[src/rtl/cache_ctrl_nway.sv]
// cache_ctrl_nway: control path for a WAYS-way, SETS-set write-back,
// write-allocate cache. It serves hits, picks a victim (invalid way
// first, otherwise tree pseudo-LRU), writes back dirty victims and
// fills lines. The per-set PLRU trees are held here.
// Optional feature macro: CACHE_CTRL_PERF_EN adds 32-bit saturating
// hit_count, miss_count and wb_count outputs.
// Handshake: mem_read/mem_write are held by the CPU until mem_resp,
// which pulses for one cycle. pmem_read/pmem_write are held until
// pmem_resp, and at most one of them is high at a time.
module cache_ctrl_nway #(
  parameter int WAYS = 4,
  parameter int SETS = 8
) (
  input  logic                      clk,
  input  logic                      rst,
  input  logic                      mem_read,
  input  logic                      mem_write,
  input  logic [$clog2(SETS)-1:0]   set_idx,
  input  logic [WAYS-1:0]           hit_vec,
  input  logic [WAYS-1:0]           valid_vec,
  input  logic [WAYS-1:0]           dirty_vec,
  input  logic                      pmem_resp,
  output logic                      mem_resp,
  output logic                      pmem_read,
  output logic                      pmem_write,
  output logic                      pmem_addr_sel,
  output logic [$clog2(WAYS)-1:0]   way_sel,
  output logic                      load_tag,
  output logic                      load_data,
  output logic                      load_valid,
  output logic                      data_in_sel,
  output logic                      set_dirty,
  output logic                      clr_dirty,
  output logic [1:0]                state_dbg
`ifdef CACHE_CTRL_PERF_EN
  ,
  output logic [31:0]               hit_count,
  output logic [31:0]               miss_count,
  output logic [31:0]               wb_count
`endif
);

  localparam int WAY_W = $clog2(WAYS);

  typedef enum logic [1:0] {
    IDLE      = 2'd0,
    WRITEBACK = 2'd1,
    FILL      = 2'd2
  } state_t;

  state_t           state_q, state_d;
  logic [WAY_W-1:0] victim_q, victim_d;
  logic [WAYS-2:0]  plru_q [SETS];
  logic [WAYS-2:0]  plru_d [SETS];

  logic             req;
  logic             hit;
  logic             miss_start;
  logic [WAY_W-1:0] hit_way;
  logic [WAY_W-1:0] inv_way;
  logic             any_inv;
  logic [WAY_W-1:0] plru_way;
  logic [WAY_W-1:0] victim_sel;
  logic             victim_dirty;
  logic [WAYS-2:0]  vic_tree;
  int               vic_node;
  logic [WAYS-2:0]  upd_tree;
  int               upd_node;

  // Reset masks the request so every output sits at its idle default.
  assign req       = (mem_read | mem_write) & ~rst;
  assign hit       = |hit_vec;
  assign state_dbg = state_q;

  // Lowest-index hitting way and lowest-index invalid way.
  always_comb begin
    hit_way = '0;
    inv_way = '0;
    any_inv = 1'b0;
    for (int i = WAYS - 1; i >= 0; i--) begin
      if (hit_vec[i]) hit_way = WAY_W'(i);
      if (!valid_vec[i]) begin
        inv_way = WAY_W'(i);
        any_inv = 1'b1;
      end
    end
  end

  // Walk the PLRU tree of the indexed set; each bit points at the victim half.
  always_comb begin
    vic_tree = plru_q[set_idx];
    plru_way = '0;
    vic_node = 0;
    for (int l = 0; l < WAY_W; l++) begin
      for (int n = 0; n < WAYS - 1; n++) begin
        if (n == vic_node) plru_way[WAY_W-1-l] = vic_tree[n];
      end
      vic_node = 2 * vic_node + 1 + int'(plru_way[WAY_W-1-l]);
    end
    victim_sel   = any_inv ? inv_way : plru_way;
    victim_dirty = valid_vec[victim_sel] & dirty_vec[victim_sel];
  end

  // On a completed access, point every node on way_sel's path away from it.
  always_comb begin
    plru_d   = plru_q;
    upd_tree = plru_q[set_idx];
    upd_node = 0;
    for (int l = 0; l < WAY_W; l++) begin
      for (int n = 0; n < WAYS - 1; n++) begin
        if (n == upd_node) upd_tree[n] = ~way_sel[WAY_W-1-l];
      end
      upd_node = 2 * upd_node + 1 + int'(way_sel[WAY_W-1-l]);
    end
    if (mem_resp) plru_d[set_idx] = upd_tree;
  end

  // Next-state and datapath control decode.
  always_comb begin
    state_d       = state_q;
    victim_d      = victim_q;
    miss_start    = 1'b0;
    mem_resp      = 1'b0;
    pmem_read     = 1'b0;
    pmem_write    = 1'b0;
    pmem_addr_sel = 1'b1;
    way_sel       = '0;
    load_tag      = 1'b0;
    load_data     = 1'b0;
    load_valid    = 1'b0;
    data_in_sel   = 1'b0;
    set_dirty     = 1'b0;
    clr_dirty     = 1'b0;
    case (state_q)
      IDLE: begin
        if (req) begin
          if (hit) begin
            mem_resp = 1'b1;
            way_sel  = hit_way;
            // A simultaneous read and write is served as a write.
            if (mem_write) begin
              load_data   = 1'b1;
              data_in_sel = 1'b1;
              set_dirty   = ~dirty_vec[hit_way];
            end
          end else begin
            victim_d   = victim_sel;
            miss_start = 1'b1;
            state_d    = victim_dirty ? WRITEBACK : FILL;
          end
        end
      end
      WRITEBACK: begin
        pmem_write    = 1'b1;
        pmem_addr_sel = 1'b1;
        way_sel       = victim_q;
        if (pmem_resp) begin
          clr_dirty = 1'b1;
          state_d   = FILL;
        end
      end
      FILL: begin
        pmem_read     = 1'b1;
        pmem_addr_sel = 1'b0;
        data_in_sel   = 1'b0;
        way_sel       = victim_q;
        if (pmem_resp) begin
          load_tag   = 1'b1;
          load_data  = 1'b1;
          load_valid = 1'b1;
          clr_dirty  = 1'b1;
          state_d    = IDLE;
        end
      end
      default: state_d = IDLE;
    endcase
  end

  // FSM state, latched victim and PLRU trees.
  always_ff @(posedge clk or posedge rst) begin
    if (rst) begin
      state_q  <= IDLE;
      victim_q <= '0;
      for (int s = 0; s < SETS; s++) plru_q[s] <= '0;
    end else begin
      state_q  <= state_d;
      victim_q <= victim_d;
      plru_q   <= plru_d;
    end
  end

`ifdef CACHE_CTRL_PERF_EN
  logic [31:0] hit_cnt_q, hit_cnt_d;
  logic [31:0] miss_cnt_q, miss_cnt_d;
  logic [31:0] wb_cnt_q, wb_cnt_d;
  logic        miss_seen_q, miss_seen_d;
  logic        hit_inc, wb_inc;

  // A hit that finishes a missed request is not counted as a hit.
  always_comb begin
    hit_inc     = mem_resp & ~miss_seen_q;
    wb_inc      = (state_q == WRITEBACK) & pmem_resp;
    miss_seen_d = miss_seen_q;
    if (miss_start) miss_seen_d = 1'b1;
    else if (state_q == IDLE && (mem_resp || !req)) miss_seen_d = 1'b0;
    hit_cnt_d  = hit_cnt_q  + 32'((hit_inc    && hit_cnt_q  != '1) ? 1 : 0);
    miss_cnt_d = miss_cnt_q + 32'((miss_start && miss_cnt_q != '1) ? 1 : 0);
    wb_cnt_d   = wb_cnt_q   + 32'((wb_inc     && wb_cnt_q   != '1) ? 1 : 0);
  end

  // Saturating event counters.
  always_ff @(posedge clk or posedge rst) begin
    if (rst) begin
      hit_cnt_q   <= '0;
      miss_cnt_q  <= '0;
      wb_cnt_q    <= '0;
      miss_seen_q <= 1'b0;
    end else begin
      hit_cnt_q   <= hit_cnt_d;
      miss_cnt_q  <= miss_cnt_d;
      wb_cnt_q    <= wb_cnt_d;
      miss_seen_q <= miss_seen_d;
    end
  end

  assign hit_count  = hit_cnt_q;
  assign miss_count = miss_cnt_q;
  assign wb_count   = wb_cnt_q;
`endif

endmodule

[config.mk]
export PLATFORM = sky130hd
export DESIGN_NAME = cache_ctrl_nway
export DESIGN_NICKNAME = d
export VERILOG_FILES = /design/src/rtl/cache_ctrl_nway.sv
export SDC_FILE = /design/constraint.sdc
export NUM_CORES = 1
export LEC_CHECK = 0
export CORE_ASPECT_RATIO = 1.75
export CORE_UTILIZATION = 46
export CTS_CLUSTER_SIZE = 28
export DETAILED_ROUTE_END_ITERATION = 6
export PLACE_DENSITY = 0.75
export SETUP_SLACK_MARGIN = 0.5
export SLEW_MARGIN = 30
export SYNTH_ARGS = -nofsm -noshare
export SYNTH_HDL_FRONTEND = slang
export SYNTH_SLANG_ARGS = --single-unit
[constraint.sdc]
create_clock -name clk -period 1.98 [get_ports clk]
set_clock_uncertainty 0.05 [all_clocks]
set_input_delay 0.495 -clock clk [delete_from_list [all_inputs] [get_ports clk]]
set_output_delay 0.495 -clock clk [all_outputs]
set_load 0.005 [all_outputs]
# Word level (Yosys, flattened, before mapping)
# Cells that the tools add are included.
[op_classes]
order_cmp = 4
n_reduce_logical = 8
n_bitwise = 9
eq_ne = 10
n_addsub = 2
muxes = 58
[op_table]
columns = ["cell", "n"]
rows = [
  ["$logic_not A32 Y1", 2],
  ["$mux W2", 16],
  ["$mux W1", 30],
  ["$bwmux W24", 1],
  ["$bmux W3 S3", 1],
  ["$demux W3 S3", 1],
  ["$mux W3", 3],
  ["$ne A2 B2 Y1 const B", 4],
  ["$bmux W1 S2", 3],
  ["$lt A2 B3 Y1 const B", 2],
  ["$pmux W2 S3", 1],
  ["$not A1 Y1", 5],
  ["$add A1 B1 Y2 const A", 2],
  ["$eq A1 B2 Y1 const A", 2],
  ["$eq A2 B2 Y1 const A", 2],
  ["$ge A4 B4 Y1 const B", 1],
  ["$lt A4 B1 Y1 const B", 1],
  ["$not A3 Y4", 1],
  ["$pmux W2 S2", 1],
  ["$reduce_and A4 Y1", 1],
  ["$reduce_or A4 Y1", 1],
  ["$reduce_and A3 Y1", 1],
  ["$and A1 B1 Y1", 2],
  ["$eq A2 B1 Y1 const B", 1],
  ["6 further kinds", 6],
]
[word_totals]
reg_bits = 28
wordCells = 101
input_bits = 20
out_inout_bits = 14

# Longest topological paths before layout
# Gate-level depths: netlist of the first run.
[logic_depth]
ltp_word = 17
ltp_mapped = 9
mapped_depth_nobuf = 8

# Least setup slack after synthesis of the first run
# No wires, ideal clock.
[synth_path]
path_kind = "in2reg"
start = "input port set_idx[0]"
end = "register state_q[1] (netlist: state_dbg[1])"
cell_stages = 7
arrival_ps = 2261
n_path_buf = 1
path_slack_ps = -399
setup_ps = 68
required_ps = 1862
path_cell_list = "buf_6 > mux4_2 > mux2i_4 > mux2_4 > a31oi_4 > mux2i_1 > a41o_1"
[synth_via]
elab_chain_len = 17
elab_cells_between_ends = 21
classes_between = "1 x add/sub; 2 x eq/ne; 15 x mux; 2 x bitwise; 1 x reduce/logical"
[synth_rtl]
columns = ["item", "line_no", "rtl"]
rows = [
  ["start, declared", "18", "input logic [$clog2(SETS)-1:0] set_idx,"],
  ["$not A3 Y4 (implied by the code) (*)", "91", "vic_tree = plru_q[set_idx];"],
  ["$bmux W3 S3 (*)", "91", ""],
  ["$mux W3 (implied by the code) (*) (2 in a row)", "91", ""],
  ["$add A1 B1 Y2", "98", "vic_node = 2 * vic_node + 1 + int'(plru_way[WAY_W-1-l]);"],
  ["$logic_not A32 Y1", "96", "if (n == vic_node) plru_way[WAY_W-1-l] = vic_tree[n];"],
  ["$mux W1 (3 in a row)", "96", ""],
  ["$mux W2 (*)", "100", "victim_sel = any_inv ? inv_way : plru_way;"],
  ["$bmux W1 S2", "101", "victim_dirty = valid_vec[victim_sel] & dirty_vec[victim_sel];"],
  ["$mux W1 (implied by the code)", "101", ""],
  ["$and A1 B1 Y1 (*)", "101", ""],
  ["$mux W2 (*)", "149", "state_d = victim_dirty ? WRITEBACK : FILL;"],
  ["$mux W2 (*)", "137", "if (hit) begin"],
  ["$mux W2 (*)", "136", "if (req) begin"],
  ["$pmux W2 S3 (*)", "134", "case (state_q)"],
  ["end signal, assigned", "186", "state_q <= state_d;"],
  ["end, declared", "51", "state_t state_q, state_d;"],
]
# Mark *: on every way between the ends. The rest lies on a longest branch, timed or not. The select of a mux whose other input is x is not followed.
# A chain may end at the register's enable or synchronous reset.

# Worst setup path in the final report of the first run
[layout_path]
start = "input port dirty_vec[3]"
end = "output port set_dirty"
[layout_via]
elab_chain_len = 7
[layout_rtl]
columns = ["item", "line_no", "rtl"]
rows = [
  ["start, declared", "21", "input logic [WAYS-1:0] dirty_vec,"],
  ["$bmux W1 S2", "144", "set_dirty = ~dirty_vec[hit_way];"],
  ["$mux W1 (implied by the code)", "144", ""],
  ["$not A1 Y1", "144", ""],
  ["$mux W1", "141", "if (mem_write) begin"],
  ["$mux W1", "137", ""],
  ["$mux W1", "136", ""],
  ["$mux W1", "134", ""],
  ["end, declared", "32", "output logic set_dirty,"],
]
# No other way between the ends. The select of a mux whose other input is x is not followed.

==> reports/metrics.cfg, run 1 <==
[synth]
syn-mean-instance-area_um2=11.7
synth_cells=141
synthArstFlopShare=1.00
yosys-top-cells-area=dfrtp_1, mux2_2, mux4_1
yosys.area.top_type=dfrtp_1
synth-edff-count=0
synth_cell_types=34
synth_ff_type=dfrtp_1
ys_seq_area_frac=0.423
ys_ff_latch=28
syn_area_mm2=0.00166
synth_warnings=0
yosysTopAreaCellShare=0.423
syn-num-nets=165

[drt]
routed_wl_um=7870
num_vias=1789
wl_per_cell_um=27.2
ant_nets=0
firstDrtPassIters=4
drc_errors=0
avgViaCountPerCell=6.19
drt_iter0_drc=78

[setup_path]
cp_slowest_cell=mux4_2
cp.required_ns=1.43
path_cells=clkdlybuf4s50_1, mux4_2, nor2_2, buf_2
crit_path_start=dirty_vec[3]
start_kind=input port
critical-path-max-stage-delay_ns=0.57
crit_type=in2out
cp.arrival_ns=1.76
endpoint_kind=primary output
reg2reg_to=state_dbg[1]
r2r_slack_ns=-0.31
cp_max_fo=2
crit_buf_inv=2
reg2reg_depth=6
critPathTopFamily=buffers and inverters
timing.rr.start=plru_q[9]

[layout]
post-route-util=0.919
seqCellArea_um2=701
stdcell_count=289
syn2layout_area_growth_pct=88.7
multi_input_area_mm2=0.00126
finalInstanceArea_mm2=0.00312
fillers=102
nets=269
antenna_cells=0
layout-drive-gt1-share=0.713

[global_route]
grt_pass1_wl_um=9010
grt_pass1_vias=1751
grt_use_total=0.350
grt_antenna_before_repair=0
grt_max_degree=29
grt.overflow.total=0

[clocking]
clk_pin_slew_ns=0.10
clockRootBuffer=clkbuf_8
cts_tree=done
numCtsBuffers=3
clk_path_buf_depth=2
clk_latency_ns=0.28
numClockSinks=28
htree_levels=1

[placement]
dp.cells=251
place_ws_ns=-1.06
dpl_cell_area_mm2=0.00241
port_buffers=33
gp_congestion=0.869
dp_hpwl_um=3580

[power]
power_mw=3.24
p_per_area_mw_per_mm2=1040
p_leak_nw=1.41
peakVddDrop_uv=965

[floorplanning]
coreArea_mm2=0.00340
die_h_um=81.4
initial_utilization=0.487
rows=28
die_area_mm2=0.00385
die_x_um=47.3
io_pins=34

[timing]
fin_ws_ns=-0.328
hold_violations=0
setup_viol=32
maxSlewHeadroom=0.644
setup_tns_ns=-6.47
finalCritPeriodShare=1.17
clock.fmax_mhz=433
fin_crit_ns=2.31
whs_ns=0.219
tightest_slew_ns=0.529
drv_slew=0
rsz0062_at_grt=yes

[hold_path]
hp-class=in2async

[flow_run]
drv_cap=0

[status]
violations=setup timing
status=finished with violations

==> what timing repair did <==
action | in CTS | in global routing
buffers inserted | 21 | 13
gates resized for setup | 166 | 47
hold buffers | 0 | 0
pin swaps | 20 | 21
setup endpoints to repair | 42 | 42
==> kinds of logic after synthesis <==
kind of cell / share of synthesized area
and+or+nand+nor: 0.129
muxes: 0.312
DFF: 0.423
AOI/OAI and AO/OA: 0.0658
buffers and inverters: 0.0393
adders and majority gates: 0.0302
==> registers in the layout, summed over array words and instances (netlist names) <==
signal / flops
plru_q: 24
state_dbg: 2
victim_q: 2
==> routing by layer <==
| layer | vias to the layer above | share of wire | GRT usage |
|---|---|---|---|
| li1 | 713 | - | - |
| met1 | 891 | 0.31 | 0.349 |
| met2 | 127 | 0.51 | 0.630 |
| met3 | 58 | 0.090 | 0.0533 |
| met4 | 0 | 0.089 | 0.209 |
| met5 | - | 0 | 0 |
==> worst reg2reg max path, delay by kind of cell, from the launching register on <==
family,cells,cell delay (ns)
AO/OA/AOI/OAI,2,0.39
flip-flops,1,0.45
multiplexers,4,1.35
==> synthesized netlist by cell type (all sizes together) (2+ instances only) <==
cell type / count
a21oi: 3
a22o: 2
and2: 2
buf: 3
clkbuf: 2
dfrtp: 28
ha: 4
inv: 9
mux2: 22
mux2i: 8
mux4: 7
nand2: 12
nand2b: 4
nand3: 3
nand3b: 2
nor2: 9
nor3: 3
nor3b: 2
nor4: 2
o21ai: 6
o21bai: 2
==> layout by cell type (no fill, tap or decap), types with 2 or more instances in the layout <==
cell type,n
clkdlybuf4s15_1,2
nor3_4,3
nand2_1,7
mux2i_1,2
dlygate4sd2_1,2
mux4_2,7
clkbuf_8,4
inv_2,5
buf_12,2
nand2_2,3
nor4_4,2
clkbuf_2,2
buf_6,45
mux2i_4,3
buf_2,2
dfrtp_1,28
nand2b_4,3
nor3b_4,2
nor2_1,4
nand3b_1,2
nor2_4,4
mux2_2,4
mux2_4,18
mux2i_2,3
a21oi_2,2
ha_4,4
nand3_1,3
buf_4,38
clkdlybuf4s50_1,8
inv_1,2
o21ai_1,4
buf_8,2
and2_4,2
==> final cells by class <==
| cell class | instances | share of cell area |
|---|---|---|
| multi-input combinational | 99 | 0.403 |
| timing repair buffer | 104 | 0.324 |
| sequential | 28 | 0.224 |
| tap | 45 | 0.0180 |
| clock buffer | 4 | 0.0176 |
| inverter | 9 | 0.0132 |
==> report_power, final <==
| part | internal, mW | total [mW] | switching (mW) |
|---|---|---|---|
| sequential | 0.800 | 1.00 | 0.203 |
| combinational | 1.11 | 1.88 | 0.775 |
| clock | 0.178 | 0.356 | 0.177 |
| total | 2.08 | 3.24 | 1.16 |
==> how the worst max path moves through the flow <==
stage,endpoint,slack [ns],cells after the start
after floorplan,state_dbg[1],-0.31,7
after global placement,set_dirty,-0.97,6
after detailed placement,plru_q[13],-1.06,7
after global routing,set_dirty,-0.43,8
after CTS,state_dbg[1],-0.24,6
final,set_dirty,-0.33,4
(Power assumes the default switching activity.)
==> run 2, diff against run 1 <==
Settings changed: CORE_MARGIN set to 5.
==> reports/metrics.cfg, run 2 (synthesis gave the netlist of run 1 again) <==
[timing]
finalCritPeriodShare=1.14
clock.fmax_mhz=444
drv_slew=0
setup_viol=32
maxSlewHeadroom=0.765
hold_violations=0
rsz0062_at_grt=yes
tightest_slew_ns=0.345
fin_crit_ns=2.25
fin_ws_ns=-0.271

[floorplanning]
rows=29
coreArea_mm2=0.00356
initial_utilization=0.466
die_h_um=89.4
die_x_um=55.3
die_area_mm2=0.00495
io_pins=34

[setup_path]
crit_type=reg2reg
path_cells=mux4_2, mux2i_4, mux2_4, a31oi_4, mux2i_2, a41o_1
critPathTopFamily=multiplexers
cp.required_ns=2.16
endpoint_kind=flip-flop
start_kind=flip-flop
reg2reg_to=state_dbg[1]
cp.depth=6
cp_slowest_cell=mux4_2
cp_max_fo=2
r2r_slack_ns=-0.27
reg2reg_depth=6
crit_buf_inv=0
timing.rr.start=plru_q[12]
critical-path-max-stage-delay_ns=0.52
cp.arrival_ns=2.43

[clocking]
numClockSinks=28
htree_levels=1
clockRootBuffer=clkbuf_8
ctsHoldBuffers=0
cts_tree=done
clk_path_buf_depth=2
clk_latency_ns=0.29
numCtsBuffers=3
clk_pin_slew_ns=0.09

[layout]
regMostFlops=plru_q
final_common_cell=buf_6
fillers=149
antenna_cells=0
post-route-util=0.860
layout_common_cells=buf_6, buf_4, dfrtp_1, mux2_4, clkdlybuf4s50_1
syn2layout_area_growth_pct=84.7
nets=273
layout-drive-gt1-share=0.685
multi_input_area_mm2=0.00119
largest_reg_flops=24
seqCellArea_um2=701
stdcell_count=294
finalInstanceArea_mm2=0.00306

[global_route]
grt.overflow.total=0
grt_max_degree=29
grt_antenna_before_repair=0
grt_use_total=0.270
grt_pass1_wl_um=9930
grt_pass1_vias=1865

[placement]
gp_congestion=0.831
port_buffers=33
dpl_cell_area_mm2=0.00241
dp_hpwl_um=3860
place_ws_ns=-1.04
dp.cells=252

[flow_run]
drv_cap=0

[power]
p_per_area_mw_per_mm2=1010
power_mw=3.08
peakVddDrop_uv=1000
p_leak_nw=1.43

[drt]
ant_nets=0
drc_errors=0
avgViaCountPerCell=5.74
wl_per_cell_um=23.1
num_vias=1688
routed_wl_um=6800
drt_iter0_drc=68
firstDrtPassIters=4

[status]
status=finished with violations
violations=setup timing

[hold_path]
hp-class=in2async

-- run 2: cell types whose count changed in the layout (fill, tap and decap cells not counted), sizes merged --
cell,delta
buf,+6
clkbuf,-2
bufinv,+1
clkdlybuf4s15,-1
-- run 2: per-layer routing --
metal / up-vias / share of wire / GRT usage
met2: 89 / 0.56 / 0.537
met1: 839 / 0.33 / 0.252
met5: - / 0 / 0
li1: 724 / - / -
met4: 0 / 0.072 / 0.192
met3: 36 / 0.041 / 0.0303
-- run 2: worst max path at each step --
stage,start,endpoint,slack [ns]
after floorplan,set_idx[0],state_dbg[1],-0.31
after global placement,hit_vec[3],set_dirty,-0.99
after detailed placement,hit_vec[1],set_dirty,-1.04
after CTS,plru_q[15],state_dbg[1],-0.26
after global routing,plru_q[12],state_dbg[0],-0.31
final,plru_q[12],state_dbg[1],-0.27
-- run 2: what timing repair did --
action	CTS	global route
setup endpoints to repair	42	42
setup buffers	26	12
pin swaps	20	16
gates resized for setup	175	20
-- run 2: worst min-delay path: cells and delay by family --
kind,cells,cell delay (ns)
buffers and inverters,3,0.50
-- run 2: power by group --
part	leakage [nW]	internal (mW)	switching, mW
combinational	1.06	0.992	0.640
sequential	0.334	0.800	0.194
clock	0.0357	0.271	0.187
-- run 2: final cells by class --
| type | count | share of cell area |
|---|---|---|
| clock buffers | 3 | 0.0135 |
| clock inverters | 1 | 0.00982 |
| inverters | 9 | 0.0119 |
| multi-input cells | 99 | 0.391 |
| flip-flops and latches | 28 | 0.229 |
| well taps | 46 | 0.0188 |
| repair buffers | 108 | 0.326 |
-- run 2: metrics by stage --
stage / hold slack [ns] / setup TNS, ns
after floorplan: 0.395 / -1.84
after global placement: 0.411 / -23.61
after detailed placement: 0.445 / -25.59
after CTS: 0.332 / -1.63
after global routing: 0.285 / -6.33
final: 0.241 / -4.90
==> run 3, diff against run 2 <==
Settings changed: CORE_UTILIZATION 46 to 56, DONT_BUFFER_PORTS set to 1, PLACE_DENSITY 0.75 to 0.73.
==> reports/metrics.cfg, run 3 (synthesis gave the netlist of run 1 again) <==
[status]
status=finished with violations
violations=setup timing

[layout]
syn2layout_area_growth_pct=43.2
largest_reg_flops=24
final_common_cell=dfrtp_1
regMostFlops=plru_q
antenna_cells=0
finalInstanceArea_mm2=0.00237
layout-drive-gt1-share=0.602
post-route-util=0.818
layout_common_cells=dfrtp_1, buf_4, mux2_4, buf_6, nand2_1
nets=201

[timing]
tightest_slew_ns=0.478
whs_ns=0.144
fin_ws_ns=-0.250
clock.fmax_mhz=448
drv_slew=0
finalCritPeriodShare=1.13
maxSlewHeadroom=0.679
hold_violations=0
fin_crit_ns=2.23
setup_viol=22
rsz0062_at_grt=yes

[floorplanning]
die_h_um=81.9
die_area_mm2=0.00419
io_pins=34
die_x_um=51.1
initial_utilization=0.572
rows=26
coreArea_mm2=0.00290

[drt]
ant_nets=0
wl_per_cell_um=23.7
num_vias=1305
avgViaCountPerCell=6.40
firstDrtPassIters=4
drc_errors=0
drt_iter0_drc=36
routed_wl_um=4840

[setup_path]
endpoint_kind=flip-flop
start_kind=flip-flop
reg2reg_to=state_dbg[1]
crit_type=reg2reg
cp_max_fo=2
reg2reg_depth=6
path_cells=mux4_2, mux2i_4, mux2_4, a31oi_4, mux2i_2, a41o_1
crit_buf_inv=0
critPathTopFamily=multiplexers
cp.required_ns=2.13
timing.rr.start=plru_q[3]
cp_slowest_cell=mux4_2
critical-path-max-stage-delay_ns=0.50
cp.arrival_ns=2.38
r2r_slack_ns=-0.25

[placement]
dpl_cell_area_mm2=0.00187
place_ws_ns=-0.353
dp_hpwl_um=2800
port_buffers=0
gp_congestion=0.806

[power]
p_leak_nw=1.03
peakVddDrop_uv=647
p_per_area_mw_per_mm2=1120

[global_route]
grt_pass1_wl_um=6670
grt.overflow.total=0
grt_use_total=0.219
grt_antenna_before_repair=0
grt_pass1_vias=1402
grt_max_degree=29

[clocking]
numCtsBuffers=3
clockRootBuffer=clkbuf_8
htree_levels=1
clk_pin_slew_ns=0.09
cts_tree=done
ctsHoldBuffers=0
numClockSinks=28
clk_path_buf_depth=2
clk_latency_ns=0.27

[hold_path]
hp-class=in2async

[flow_run]
drv_cap=0

## run 3: what timing repair did
action,4_1_cts,5_1_grt
setup buffers,12,12
resized for setup,56,17
setup endpoints to repair,40,40
pin swaps,13,11
## run 3: report_power, final
part           internal (mW)  leakage (nW)  switching (mW)
combinational          0.814         0.668           0.551
clock                  0.177        0.0288           0.160
sequential             0.800         0.334           0.146
total                   1.79          1.03           0.856
## run 3: final cells by class
class,instances,area [um^2]
sequential,28,701
multi-input combinational,99,1210
clock buffer,4,55.1
fill,145,526
tap,28,35.0
timing repair buffer,36,327
inverter,9,46.3
## run 3: per-layer routing
metal  track usage  wire [um]  part of all wire
met4         0.159        216             0.045
met3        0.0454        261             0.054
met1         0.223       1580              0.33
met5             0          0                 0
met2         0.386       2780              0.57
## run 3: metrics by stage
step           TNS [ns]  std cells  power, mW
2_1_floorplan     -1.84        141       1.57
3_3_place_gp      -1.59        176       1.74
3_5_place_dp      -2.23        176       1.78
4_1_cts          -0.935        192       2.43
5_1_grt           -4.25        204       2.78
6_report          -2.40        204       2.65
## run 3: worst max-delay path by stage
stage                           from      endpoint  slack, ns  cells after the start
final                      plru_q[3]  state_dbg[1]      -0.25                      6
after global routing      plru_q[12]  state_dbg[1]      -0.30                      8
after CTS                  plru_q[3]  state_dbg[1]      -0.20                      6
after detailed placement  set_idx[0]  state_dbg[1]      -0.35                      6
after global placement    set_idx[0]  state_dbg[1]      -0.30                      6
after floorplan           set_idx[0]  state_dbg[1]      -0.31                      7
